File: src/rtl/fetch_queue.sv
// fetch_queue: owns the fetch PC, issues sequential imem word reads, buffers replies in an in-order DEPTH-entry queue.
// Latency: response to instr_valid is one cycle; zero cycles through the empty-queue bypass when FETCH_BYPASS_EN is defined.
// Backpressure: instr_ready low fills the queue; requests stall while queued + outstanding reaches DEPTH.
module fetch_queue #(
    parameter logic [31:0] RESET_PC = 32'h0000_0000,
    parameter int          DEPTH    = 4
) (
    input  logic        clk,
    input  logic        rst_n,
    output logic        imem_req_valid,
    input  logic        imem_req_ready,
    output logic [31:0] imem_req_addr,
    input  logic        imem_rsp_valid,
    input  logic [31:0] imem_rsp_data,
    output logic        instr_valid,
    input  logic        instr_ready,
    output logic [31:0] instr_data,
    output logic [31:0] instr_pc,
    input  logic        redirect,
    input  logic [31:0] redirect_pc
);
    localparam int          AW  = $clog2(DEPTH);
    localparam int          CW  = AW + 1;
    localparam logic [31:0] NOP = 32'h0000_0013;

    logic [31:0]   r_fetch_pc;
    logic [31:0]   r_head_pc;
    logic [31:0]   r_mem [DEPTH];
    logic [AW-1:0] r_rd_ptr;
    logic [AW-1:0] r_wr_ptr;
    logic [CW-1:0] r_count;
    logic [CW-1:0] r_out;
    logic [CW-1:0] r_drop;
    logic          r_run;

    logic          w_req_hs;
    logic          w_rsp_take;
    logic          w_qempty;
    logic          w_byp;
    logic          w_deliver;
    logic          w_qpop;
    logic          w_push;
    logic [CW:0]   w_inflight;
    logic [31:0]   w_redirect_pc;
    logic          w_unused;

    assign w_redirect_pc = {redirect_pc[31:2], 2'b00};
    assign w_unused      = ^redirect_pc[1:0];

    // Request stays up until accepted: inflight only shrinks while no request is taken.
    assign w_inflight     = (CW+1)'(r_count) + (CW+1)'(r_out);
    assign imem_req_valid = r_run && !redirect && (r_drop == '0) && (w_inflight < (CW+1)'(DEPTH));
    assign imem_req_addr  = r_fetch_pc;
    assign w_req_hs       = imem_req_valid && imem_req_ready;

    // A response is kept only when it is not stale and no redirect is squashing this cycle.
    assign w_rsp_take = imem_rsp_valid && (r_drop == '0) && !redirect;
    assign w_qempty   = (r_count == '0);

`ifdef FETCH_BYPASS_EN
    assign w_byp = w_qempty && w_rsp_take;
`else
    assign w_byp = 1'b0;
`endif

    assign instr_valid = !w_qempty || w_byp;
    assign instr_data  = !w_qempty ? r_mem[r_rd_ptr] : (w_byp ? imem_rsp_data : NOP);
    assign instr_pc    = r_head_pc;

    assign w_deliver = instr_valid && instr_ready && !redirect;
    assign w_qpop    = w_deliver && !w_qempty;
    // A bypassed word consumed by decode this cycle never occupies a slot.
    assign w_push    = w_rsp_take && !(w_byp && instr_ready);

    // PCs, counters and queue pointers; redirect flushes and reloads both PCs.
    always_ff @(posedge clk or negedge rst_n) begin
        if (!rst_n) begin
            r_run      <= 1'b0;
            r_fetch_pc <= RESET_PC;
            r_head_pc  <= RESET_PC;
            r_rd_ptr   <= '0;
            r_wr_ptr   <= '0;
            r_count    <= '0;
            r_out      <= '0;
            r_drop     <= '0;
        end else begin
            r_run <= 1'b1;
            r_out <= r_out + CW'(w_req_hs) - CW'(imem_rsp_valid);
            if (redirect) begin
                r_fetch_pc <= w_redirect_pc;
                r_head_pc  <= w_redirect_pc;
                r_rd_ptr   <= '0;
                r_wr_ptr   <= '0;
                r_count    <= '0;
                r_drop     <= r_out - CW'(imem_rsp_valid);
            end else begin
                if (w_req_hs)
                    r_fetch_pc <= r_fetch_pc + 32'd4;
                if (w_deliver)
                    r_head_pc <= r_head_pc + 32'd4;
                if (w_push)
                    r_wr_ptr <= r_wr_ptr + 1'b1;
                if (w_qpop)
                    r_rd_ptr <= r_rd_ptr + 1'b1;
                r_count <= r_count + CW'(w_push) - CW'(w_qpop);
                if (imem_rsp_valid && (r_drop != '0))
                    r_drop <= r_drop - 1'b1;
            end
        end
    end

    // Queue storage; contents are meaningless outside [rd_ptr, rd_ptr+count) so no reset.
    always_ff @(posedge clk) begin
        if (w_push)
            r_mem[r_wr_ptr] <= imem_rsp_data;
    end

    a_no_overflow: assert property (@(posedge clk) disable iff (!rst_n)
        !(w_push && !w_qpop && (r_count == CW'(DEPTH))));
    a_no_spurious_rsp: assert property (@(posedge clk) disable iff (!rst_n)
        !(imem_rsp_valid && (r_out == '0)));
endmodule
File: config.mk
export PLATFORM = sky130hd
export DESIGN_NAME = fetch_queue
export DESIGN_NICKNAME = d
export VERILOG_FILES = /design/src/rtl/fetch_queue.sv
export SDC_FILE = /design/constraint.sdc
export NUM_CORES = 1
export LEC_CHECK = 0
export ABC_AREA = 1
export CAP_MARGIN = 5
export CELL_PAD_IN_SITES_DETAIL_PLACEMENT = 1
export CELL_PAD_IN_SITES_GLOBAL_PLACEMENT = 1
export CORE_MARGIN = 2
export CORE_UTILIZATION = 41
export CTS_CLUSTER_DIAMETER = 50
export CTS_CLUSTER_SIZE = 8
export DETAILED_ROUTE_END_ITERATION = 8
export PLACE_DENSITY = 0.84
export SLEW_MARGIN = 20
export SYNTH_ARGS = -nofsm -noshare
export SYNTH_HDL_FRONTEND = slang
export SYNTH_SLANG_ARGS = --single-unit
File: constraint.sdc
create_clock -name clk -period 3.6 [get_ports clk]
set_input_delay 0.72 -clock clk [delete_from_list [all_inputs] [get_ports clk]]
set_output_delay 0.72 -clock clk [all_outputs]
set_load 0.01 [all_outputs]
Yosys cells after proc, flatten, opt, wreduce, memory -nomap -nowiden:

Memories as Yosys holds them, arrays and structs flattened.
Index checks and enable logic that the tools add are counted.

* flip-flop bits (word level): 78
* output and inout port bits: 98
* memories kept: 1
* bits in writable memories: 128
* input bits: 70
* word-level logic and storage cells: 55

Memory list
* r_mem: depth 4, bits a word 32, read ports 1, clocked after memory_dff 0, write ports 1, RTL line 28 `logic [31:0] r_mem [DEPTH];`

* reduce and logical (&&, ||, !) cells: 20
* magnitude comparators: 1
* muxes and demuxes: 14
* add/subtract/negate cells: 11

Operators by type and width (count)
* $mux 32: 5
* $add 32x3->32 const B: 2
* $logic_and 1x1->1: 10
* $reduce_bool 2->1: 5
* $mux 3: 3
* $sub 3x1->3: 3
* $mux 2: 4
* $add 3x1->3: 2
* $logic_not 3->1: 2
* $add 2x1->2 const B: 2
* $add 3x3->4: 1
* $lt 4x3->1 const B: 1
* $reduce_bool 3->1: 1
* $sub 3x1->3 const B: 1
* $logic_not 1->1: 2
* $mux 1: 2

Logic depth before layout (Yosys ltp):

Gate-level depths: netlist of run 1.

* depth after elaboration: 7
* mapped depth: 14
* depth with buffers taken out: 14

Least setup slack after synthesis of run 1:

Ideal clock, no wire load.

* kind: input to register
* from: input redirect
* to: memory r_mem[0][0] (enable)
* required time: 3.179 ns
* setup time: 0.421 ns
* cell stages on the path: 4
* slack: 0.674 ns
* arrival: 2.505 ns
* buffers on the path: 1
* cell sequence: buf_2 > nor2_1 > inv_1 > nor2_1

* word-level cells in the longest chain between the ends: 4

RTL lines
* from (decl): RTL line 19 `input logic redirect,`
* $logic_not 1->1: RTL line 57 `assign w_rsp_take = imem_rsp_valid && (r_drop == '0) && !redirect;`
* $logic_and 1x1->1: RTL line 57
* $mux 1: RTL line 114 `if (w_push)`
* $mux 1 (implied by the code): RTL line 115 `r_mem[r_wr_ptr] <= imem_rsp_data;`
* to (decl): RTL line 28

Every way passes these cells.

Final worst setup path of run 1:

* from: register r_rd_ptr[0]
* to: output instr_data[30]

* word-level cells in the longest chain between the ends: 2

RTL lines
* from (decl): RTL line 29 `logic [AW-1:0] r_rd_ptr;`
* from (signal assigned): RTL line 104 `r_rd_ptr <= r_rd_ptr + 1'b1;`
* $mem_v2 4x32
* $mux 32: RTL line 67 `assign instr_data = !w_qempty ? r_mem[r_rd_ptr] : (w_byp ? imem_rsp_data : NOP);`
* to (decl): RTL line 17 `output logic [31:0] instr_data,`

Every way passes these cells.

==> flow_metrics.py, run 1 <==
metrics = {
    "drt": {
        "ant_nets": 0,
        "viasPerCell": 5.384,
        "drt_wl_total_um": 32370,
        "drtPass1Iterations": 5,
        "drcViolationCount": 0,
        "num_vias": 8684,
        "drt_iter0_drc": 484,
        "wl_per_cell_um": 20.07,
    },
    "synth": {
        "ys_ff_latch": 202,
        "synth_commonest_cells": "nand2_1 (220), nor2_1 (194), edfxtp_1 (128)",
        "async_flop_share_pct": 36.63,
        "yosys_most_used_dff": "edfxtp_1",
        "synth_cell_types": 42,
        "syn-cell-area_um2": 10050,
        "synth_top_area_share_pct": 38.25,
        "yosysTopAreaCell": "edfxtp_1",
        "syn_avg_cell_area_um2": 9.128,
        "yosysWarnings": 0,
        "synth_area_leaders": "edfxtp_1 (38%), dfrtp_1 (18%), nand2_1 (8.2%), nor2_1 (7.2%), o21ai_0 (4.4%)",
        "syn_inst": 1101,
        "yosysMostFrequentCell": "nand2_1",
        "ys_seq_area_share_pct": 56.67,
        "synth_edf_count": 128,
    },
    "worst_setup_path": {
        "cp.required_ns": 2.88,
        "path_class": "flop to output port",
        "crit_family": "buffers and inverters",
        "critical_path.most_common_cell": "nor2_1",
        "crit_path_end_kind": "output port",
        "path_max_fanout": 65,
        "slowest_stage": "clkdlybuf4s50_1",
        "slowest_delay_ns": 0.58,
        "cp-start-kind": "flop",
        "critPathBufInv": 2,
        "crit_chain": "buf_4 > nor2_1 > nor2_1 > o21ai_0 > a21oi_1 > clkdlybuf4s50_1",
        "worstPathArrival_ns": 2.72,
    },
    "floorplan": {
        "core_area_um2": 24180,
        "die_h_um": 160.6,
        "die_x_um": 160.6,
        "rows": 57,
        "floorplan.initialDensity_pct": 41.57,
        "dieArea_um2": 25780,
        "ios": 168,
    },
    "power_and_ir_drop": {
        "power_mw": 8.167,
        "internal_power_mw": 5.353,
        "p_comb_share_pct": 31.0,
        "power.density_nw_per_um2": 636.5,
        "swShare_pct": 34.45,
        "leakagePower_nw": 5.064,
        "ir_drop_uv": 329.9,
        "p_switching_mw": 2.814,
        "power_frac_clock_pct": 31.9,
        "seq_power_share_pct": 37.2,
    },
    "run_status": {
        "status": "finished, final reports clean",
    },
    "timing": {
        "period_share_pct": 95.62,
        "slew_headroom_pct": 50.56,
        "tightest_slew_ns": 0.7417,
        "drv_slew": 0,
        "timing.setup.tns_ns": 0,
        "max_freq_mhz": 290.5,
        "layout_min_cycle_time_ns": 3.442,
        "clock_skew_ns": 0.01566,
        "whs_ns": 0.1950,
        "finalSetupViolCount": 0,
        "hold_viol": 0,
        "grt_setup_unrepaired": "false",
    },
    "cells_and_area": {
        "final_util_pct": 53.08,
        "layout.nets": 1356,
        "final_layout_size_suffix_gt1_share_pct": 7.991,
        "instances_no_fill": 1613,
        "area_delta_synth_final_pct": 27.69,
        "antennaDiodeCount": 0,
    },
    "place": {
        "gp_congestion": 0.8701,
        "dp_hpwl_um": 21710,
        "dp_cells": 1560,
        "numPortBuffers": 161,
    },
    "clocking": {
        "holdBufCountCts": 0,
        "cts_root_buf": "clkbuf_16",
        "clk_latency_ns": 0.56,
        "cts_tree": "built",
        "cts_made_buffers": 30,
        "cts_sinks": 202,
        "clk_pin_slew_ns": 0.05,
        "cts_resized": 0,
        "cts_max_level": 1,
        "clock_path_buffers": 3,
        "cts_setup_buffers": 0,
    },
    "global_route": {
        "grt_antenna_before_repair": 0,
        "grt_pass1_wl_um": 50720,
        "grt_overflow": 0,
        "grt_max_degree": 75,
        "grtUsageTotal_pct": 25.21,
        "grt_pass1_vias": 9434,
    },
    "flow_run": {
        "drv_cap": 0,
    },
    "hold_path": {
        "holdCritPathClass": "input port to asynchronous set/reset pin",
    },
}
## logic make-up after synthesis
kind of cell	synth area share [%]
simple gates	23.57
flops	56.67
compound gates	9.250
buf+inv	5.951
xor+xnor	2.092
fa+ha+maj	2.390
other cells	0.07473
## state kept, by name, indices dropped and copies added (netlist names)
register and count:
r_count 3, r_drop 3, r_run 1, instr_pc 30
r_wr_ptr 2, r_out 3, r_rd_ptr 2, r_mem 128
imem_req_addr 30
## metal layers
metal	share of wire [%]	track usage [%]	vias to the layer above
met2	51	44.28	277
li1	-	-	3993
met4	4.4	12.45	0
met1	40	30.57	4325
met3	5.2	3.357	89
met5	0	0	-
## path summary, 6_finish.rpt
kind | start | to | slack [ns] | depth (start not counted)
worst max-delay path | r_rd_ptr[0] | instr_data[30] | 0.16 | 6
worst min-delay path | rst_n | imem_req_addr[15] | 0.20 | 1
max in group asynchronous | rst_n | r_rd_ptr[0] | 2.85 | 1
worst min register to register | instr_pc[31] | instr_pc[31] | 0.57 | 2
worst max register to register | r_drop[0] | r_count[2] | 0.96 | 14
min in group clk | instr_pc[31] | instr_pc[31] | 0.57 | 2
## final cells by class
type / count / area [µm²]
clock buffers: 50 / 835.8
clock inverters: 3 / 43.79
fillers: 2734 / 11340
inverters: 96 / 360.3
multi-input cells: 763 / 3777
flip-flops and latches: 202 / 5697
well taps: 324 / 405.4
repair buffers: 175 / 1713
## power groups by stage
stage	registers, mW	logic (mW)	clock network (mW)
5_1_grt	3.06	2.77	2.75
3_3_place_gp	3.05	2.39	0
3_5_place_dp	3.06	2.50	0
4_1_cts	3.03	2.55	2.64
6_report	3.04	2.53	2.60
2_1_floorplan	3.03	1.26	0
## through the flow
step	instance area [µm²]	setup WS, ns
after CTS	12830	0.1492
after detailed placement	11950	0.5657
after global placement	11950	0.6534
final	12830	0.1576
after floorplan	10060	0.6739
after global routing	12830	0.02357
## placed cells by master, fill, tap and decap left out, drive strengths merged, types with 5 or more instances in the layout
cell | synthesis | layout
a21oi | 45 | 45
buf | 31 | 16
clkbuf | 12 | 50
clkdlybuf4s50 | 0 | 159
conb | 2 | 5
dfrtp | 74 | 74
edfxtp | 128 | 128
ha | 16 | 16
inv | 96 | 96
nand2 | 232 | 232
nand3 | 68 | 68
nand4 | 12 | 12
nor2 | 216 | 216
nor3 | 14 | 14
o211ai | 14 | 14
o21ai | 99 | 99
xnor2 | 9 | 9
xor2 | 15 | 15
Note: power is estimated with default switching activity, not from simulation.
==> inputs of run 2 (changes only) <==
Settings changed: CELL_PAD_IN_SITES_DETAIL_PLACEMENT 1 to 0, CTS_BUF_LIST set to sky130_fd_sc_hd__clkbuf_4 sky130_fd_sc_hd__clkbuf_8 sky130_fd_sc_hd__clkbuf_16.
==> run 2 against run 1 <==
Fmax is 3.0% higher. Core utilization is 0.48 points higher. Clock skew is 0.0029 ns lower. Clock power is 8.1% higher. Via count is 5.8% lower. Global-route usage is 4.3 points lower. Sequential share of layout area is 0.39 points lower. Count of clock-buffer cells in the layout is 2 higher. Hold slack worse by 0.0026 ns. Total power is 0.96% higher. Sequential power hardly changed. Die area stayed put. Largest power group unchanged. Highest routed layer unchanged.
==> flow_metrics.py, run 2 (synthesis results as in run 1) <==
metrics = {
    "run_status": {
        "status": "finished, final reports clean",
    },
    "floorplan": {
        "die_x_um": 160.6,
        "rows": 57,
        "floorplan.initialDensity_pct": 41.57,
        "die_h_um": 160.6,
        "ios": 168,
        "dieArea_um2": 25780,
        "core_area_um2": 24180,
    },
    "drt": {
        "wl_per_cell_um": 16.70,
        "ant_nets": 0,
        "num_vias": 8182,
        "drtPass1Iterations": 5,
        "drt_wl_total_um": 27000,
        "viasPerCell": 5.060,
        "drcViolationCount": 0,
        "drt_iter0_drc": 483,
    },
    "cells_and_area": {
        "final_area_um2": 12950,
        "final_layout_size_suffix_gt1_share_pct": 9.667,
        "antennaDiodeCount": 0,
        "largest_register": "r_mem",
        "final_common_cell": "nand2_1",
        "most-common-layout-cells": "nand2_1 (220), nor2_1 (190), clkdlybuf4s50_1 (159)",
        "largest_register_ff_count": 128,
        "area_delta_synth_final_pct": 28.83,
        "layout.nets": 1357,
    },
    "worst_setup_path": {
        "path_class": "flop to output port",
        "reg2reg_depth": 14,
        "path_max_fanout": 37,
        "timing.rr.start": "r_drop[0]",
        "cp-start-kind": "flop",
        "regToRegSetupSlack_ns": 1.08,
        "worstPathArrival_ns": 2.62,
        "cp.required_ns": 2.88,
        "rr_endpoint": "r_count[2]",
        "crit_path_end_kind": "output port",
    },
    "clocking": {
        "holdBufCountCts": 0,
        "clk_latency_ns": 0.56,
        "cts_tree": "built",
        "cts_made_buffers": 31,
        "cts_resized": 0,
        "cts_setup_buffers": 0,
        "cts_max_level": 1,
        "clock_path_buffers": 3,
        "cts_root_buf": "clkbuf_16",
        "clk_pin_slew_ns": 0.05,
        "cts_sinks": 202,
    },
    "timing": {
        "timing.setup.tns_ns": 0,
        "period_share_pct": 92.84,
        "worst_slack_ns": 0.2578,
        "grt_setup_unrepaired": "false",
        "tightest_slew_ns": 0.7372,
        "layout_min_cycle_time_ns": 3.342,
        "whs_ns": 0.1924,
        "max_freq_mhz": 299.2,
        "finalSetupViolCount": 0,
        "drv_slew": 0,
        "hold_viol": 0,
        "slew_headroom_pct": 50.85,
        "clock_skew_ns": 0.01280,
    },
    "hold_path": {
        "holdCritPathClass": "input port to asynchronous set/reset pin",
    },
    "place": {
        "preCtsSetupSlack_ns": 0.6192,
        "numPortBuffers": 161,
        "post_dp_cell_area_um2": 11950,
        "gp_congestion": 0.8701,
        "dp_hpwl_um": 18150,
    },
    "flow_run": {
        "drv_cap": 0,
    },
    "global_route": {
        "use_met1_pct": 27.53,
        "grt_pass1_wl_um": 42460,
        "grt_overflow": 0,
        "grt_antenna_before_repair": 0,
        "grt_busiest_layer": "met2",
        "grt_max_degree": 75,
        "use_met3_pct": 3.719,
        "grtUsageMet2_pct": 34.95,
        "grtUsageTotal_pct": 20.88,
        "grt_pass1_vias": 8039,
    },
    "power_and_ir_drop": {
        "swShare_pct": 32.43,
        "leakagePower_nw": 5.155,
        "p_comb_share_pct": 29.3,
        "internal_power_mw": 5.572,
        "ir_drop_uv": 416.9,
        "power_frac_clock_pct": 34.1,
        "p_switching_mw": 2.674,
        "power.density_nw_per_um2": 636.9,
        "seq_power_share_pct": 36.6,
    },
}
run 2: routing by layer:
| metal | share of wire [%] | vias up |
|---|---|---|
| met1 | 43 | 3859 |
| met2 | 48 | 262 |
| li1 | - | 4007 |
| met5 | 0 | - |
| met4 | 2.9 | 0 |
| met3 | 6.4 | 54 |
run 2: area by class of cell:
type,count,area [µm²]
inverters,96,360.3
clock inverters,5,42.54
flip-flops and latches,202,5697
multi-input cells,763,3777
well taps,324,405.4
fillers,2185,11230
clock buffers,52,952.2
repair buffers,175,1713
run 2: worst max path at each step:
stage,to,slack [ns],from
after floorplan,r_mem[0][0],0.67,redirect
after global placement,r_count[2],0.65,imem_rsp_valid
after detailed placement,r_count[2],0.62,imem_rsp_valid
after CTS,instr_data[0],0.25,r_rd_ptr[0]
after global routing,instr_data[30],0.09,r_rd_ptr[0]
final,instr_data[10],0.26,r_rd_ptr[0]
run 2: stage by stage:
step	instances	utilization, %	power (mW)
global placement	1560	49.42	5.440
detailed placement	1560	49.42	5.476
finish	1617	53.55	8.246
global route	1617	53.55	8.698
CTS	1617	53.54	8.307
floorplan	1104	-	4.292
run 2: worst max-delay path, stage by stage (launching register included):
cell             delay [ns]
dfrtp_2                0.40
inv_2                  0.45
buf_4                  0.34
o21ai_0                0.12
a21oi_1                0.19
clkdlybuf4s50_1        0.56
run 2: power groups by stage:
stage / logic (mW) / registers [mW] / clock network, mW
2_1_floorplan: 1.26 / 3.03 / 0
3_3_place_gp: 2.39 / 3.05 / 0
3_5_place_dp: 2.43 / 3.05 / 0
4_1_cts: 2.44 / 3.02 / 2.86
5_1_grt: 2.68 / 3.05 / 2.97
6_report: 2.41 / 3.02 / 2.81
==> inputs of run 3 (changes only) <==
Settings changed: CORE_MARGIN 2 to unset, CORE_UTILIZATION 41 to 37, PLACE_DENSITY 0.84 to 0.8, RECOVER_POWER set to 25.
Clock period 3.6 ns to 2.83 ns, I/O delays scaled along.
==> run 3 against run 2 <==
Critical path depth unchanged. First-iteration DRC count grew 4.1%. Highest routed layer unchanged. Critical path type unchanged. Largest cell class unchanged. Design area increased by 2.7%. Count of clock-buffer cells in the layout unchanged. Die area is 7.9% higher. Clock power grew 33%. Largest power group unchanged. Sequential power increased by 28%. Non-clock buffer count is 11 higher.
==> flow_metrics.py, run 3 (synthesis results as in run 1) <==
metrics = {
    "worst_setup_path": {
        "cp-start-kind": "flop",
        "slowest_stage": "clkdlybuf4s50_1",
        "crit_family": "buffers and inverters",
        "slowest_delay_ns": 0.56,
        "critPathBufInv": 3,
        "path_class": "flop to output port",
        "worstPathArrival_ns": 2.26,
        "crit_chain": "inv_2 > buf_12 > o21ai_0 > a21oi_2 > clkdlybuf4s50_1",
        "reg2reg_depth": 14,
        "cp.required_ns": 2.26,
        "cp_num_cells": 5,
        "path_max_fanout": 26,
        "crit_path_end_kind": "output port",
    },
    "floorplan": {
        "rows": 59,
        "dieArea_um2": 27820,
        "die_x_um": 166.8,
        "floorplan.initialDensity_pct": 38.13,
        "ios": 168,
        "die_h_um": 166.8,
        "core_area_um2": 26350,
    },
    "cells_and_area": {
        "largest_register": "r_mem",
        "layout.nets": 1368,
        "fillers": 2384,
        "most-common-layout-cells": "nand2_1 (220), nor2_1 (190), edfxtp_1 (128)",
        "multi_input_area_um2": 3791,
        "instances_no_fill": 1640,
        "largest_register_ff_count": 128,
        "final_common_cell": "nand2_1",
        "final_layout_size_suffix_gt1_share_pct": 10.51,
        "register_area_um2": 5698,
        "area_delta_synth_final_pct": 32.35,
    },
    "place": {
        "gp_congestion": 0.8510,
        "dp_cells": 1580,
        "dp_hpwl_um": 18520,
        "preCtsSetupSlack_ns": 0.09994,
        "numPortBuffers": 161,
    },
    "global_route": {
        "use_met1_pct": 25.50,
        "use_met3_pct": 2.828,
        "grtUsageTotal_pct": 19.31,
        "grt_busiest_layer": "met2",
        "grt_pass1_vias": 7694,
        "grt_max_degree": 52,
        "grtUsageMet2_pct": 33.16,
        "grt_pass1_wl_um": 41980,
        "grt_antenna_before_repair": 1,
        "grt_overflow": 0,
    },
    "timing": {
        "period_share_pct": 99.97,
        "whs_ns": 0.2299,
        "worst_slack_ns": 0.0009672,
        "finalSetupViolCount": 0,
        "hold_viol": 0,
        "drv_slew": 0,
        "max_freq_mhz": 353.5,
        "tightest_slew_ns": 1.488,
        "grt_setup_unrepaired": "true",
        "layout_min_cycle_time_ns": 2.829,
        "slew_headroom_pct": 0.8267,
        "clock_skew_ns": 0.01721,
    },
    "power_and_ir_drop": {
        "power.density_nw_per_um2": 813.6,
        "ir_drop_uv": 491.2,
        "leakagePower_nw": 5.600,
    },
    "clocking": {
        "cts_tree": "built",
        "clock_path_buffers": 3,
        "clk_latency_ns": 0.55,
        "cts_root_buf": "clkbuf_16",
        "clk_pin_slew_ns": 0.05,
        "holdBufCountCts": 0,
        "cts_max_level": 1,
        "cts_made_buffers": 31,
        "cts_sinks": 202,
    },
    "drt": {
        "drtPass1Iterations": 5,
        "num_vias": 8124,
        "drt_iter0_drc": 503,
        "drt_wl_total_um": 27210,
        "ant_nets": 0,
        "drcViolationCount": 0,
        "viasPerCell": 4.954,
        "wl_per_cell_um": 16.59,
    },
    "hold_path": {
        "holdCritPathClass": "input port to asynchronous set/reset pin",
    },
    "flow_run": {
        "drv_cap": 0,
    },
    "run_status": {
        "status": "finished, final reports clean",
    },
}
==> run 3: final timing paths <==
kind / startpoint / endpoint / slack [ns]
max reg2reg: r_drop[0] / r_count[2] / 0.43
max in group asynchronous: rst_n / instr_pc[29] / 0.51
min: rst_n / imem_req_addr[31] / 0.23
min reg2reg: r_out[0] / r_out[0] / 0.55
max: r_rd_ptr[0] / instr_data[3] / 0.001
min in group clk: redirect / r_count[0] / 0.34
==> run 3: final cells by class <==
cell class | instances | area share, %
diodes | 2 | 0.03763
clock buffers | 52 | 7.244
clock inverters | 4 | 0.6397
inverters | 96 | 2.709
multi-input cells | 763 | 28.50
flip-flops and latches | 202 | 42.84
well taps | 335 | 3.151
repair buffers | 186 | 14.87
==> run 3: power breakdown <==
group,total [mW],internal (mW),switching [mW]
Sequential,3.87,3.45,0.418
Combinational,3.21,1.46,1.75
Clock,3.75,2.48,1.26
==> run 3: through the flow <==
| stage | TNS [ns] | utilization [%] | power, mW | cell area, µm² |
|---|---|---|---|---|
| 2_1_floorplan | 0 | - | 5.460 | 10060 |
| 3_3_place_gp | 0 | 46.03 | 7.023 | 12130 |
| 3_5_place_dp | 0 | 46.03 | 7.060 | 12130 |
| 4_1_cts | 0 | 50.05 | 10.86 | 13190 |
| 5_1_grt | -0.3574 | 50.46 | 11.39 | 13300 |
| 6_report | 0 | 50.47 | 10.82 | 13300 |
==> run 3: per-layer routing <==
layer	routed length, µm	vias up
met3	1574	35
li1	-	4036
met2	13040	247
met1	12090	3806
met5	0	-
met4	507	0
==> run 3: timing repair <==
item | 4_1_cts | 5_1_grt
pin swaps | 0 | 2
gates cloned | 0 | 2
buffers inserted | 0 | 0
gates resized for setup | 7 | 24
setup endpoints to repair | 27 | 29
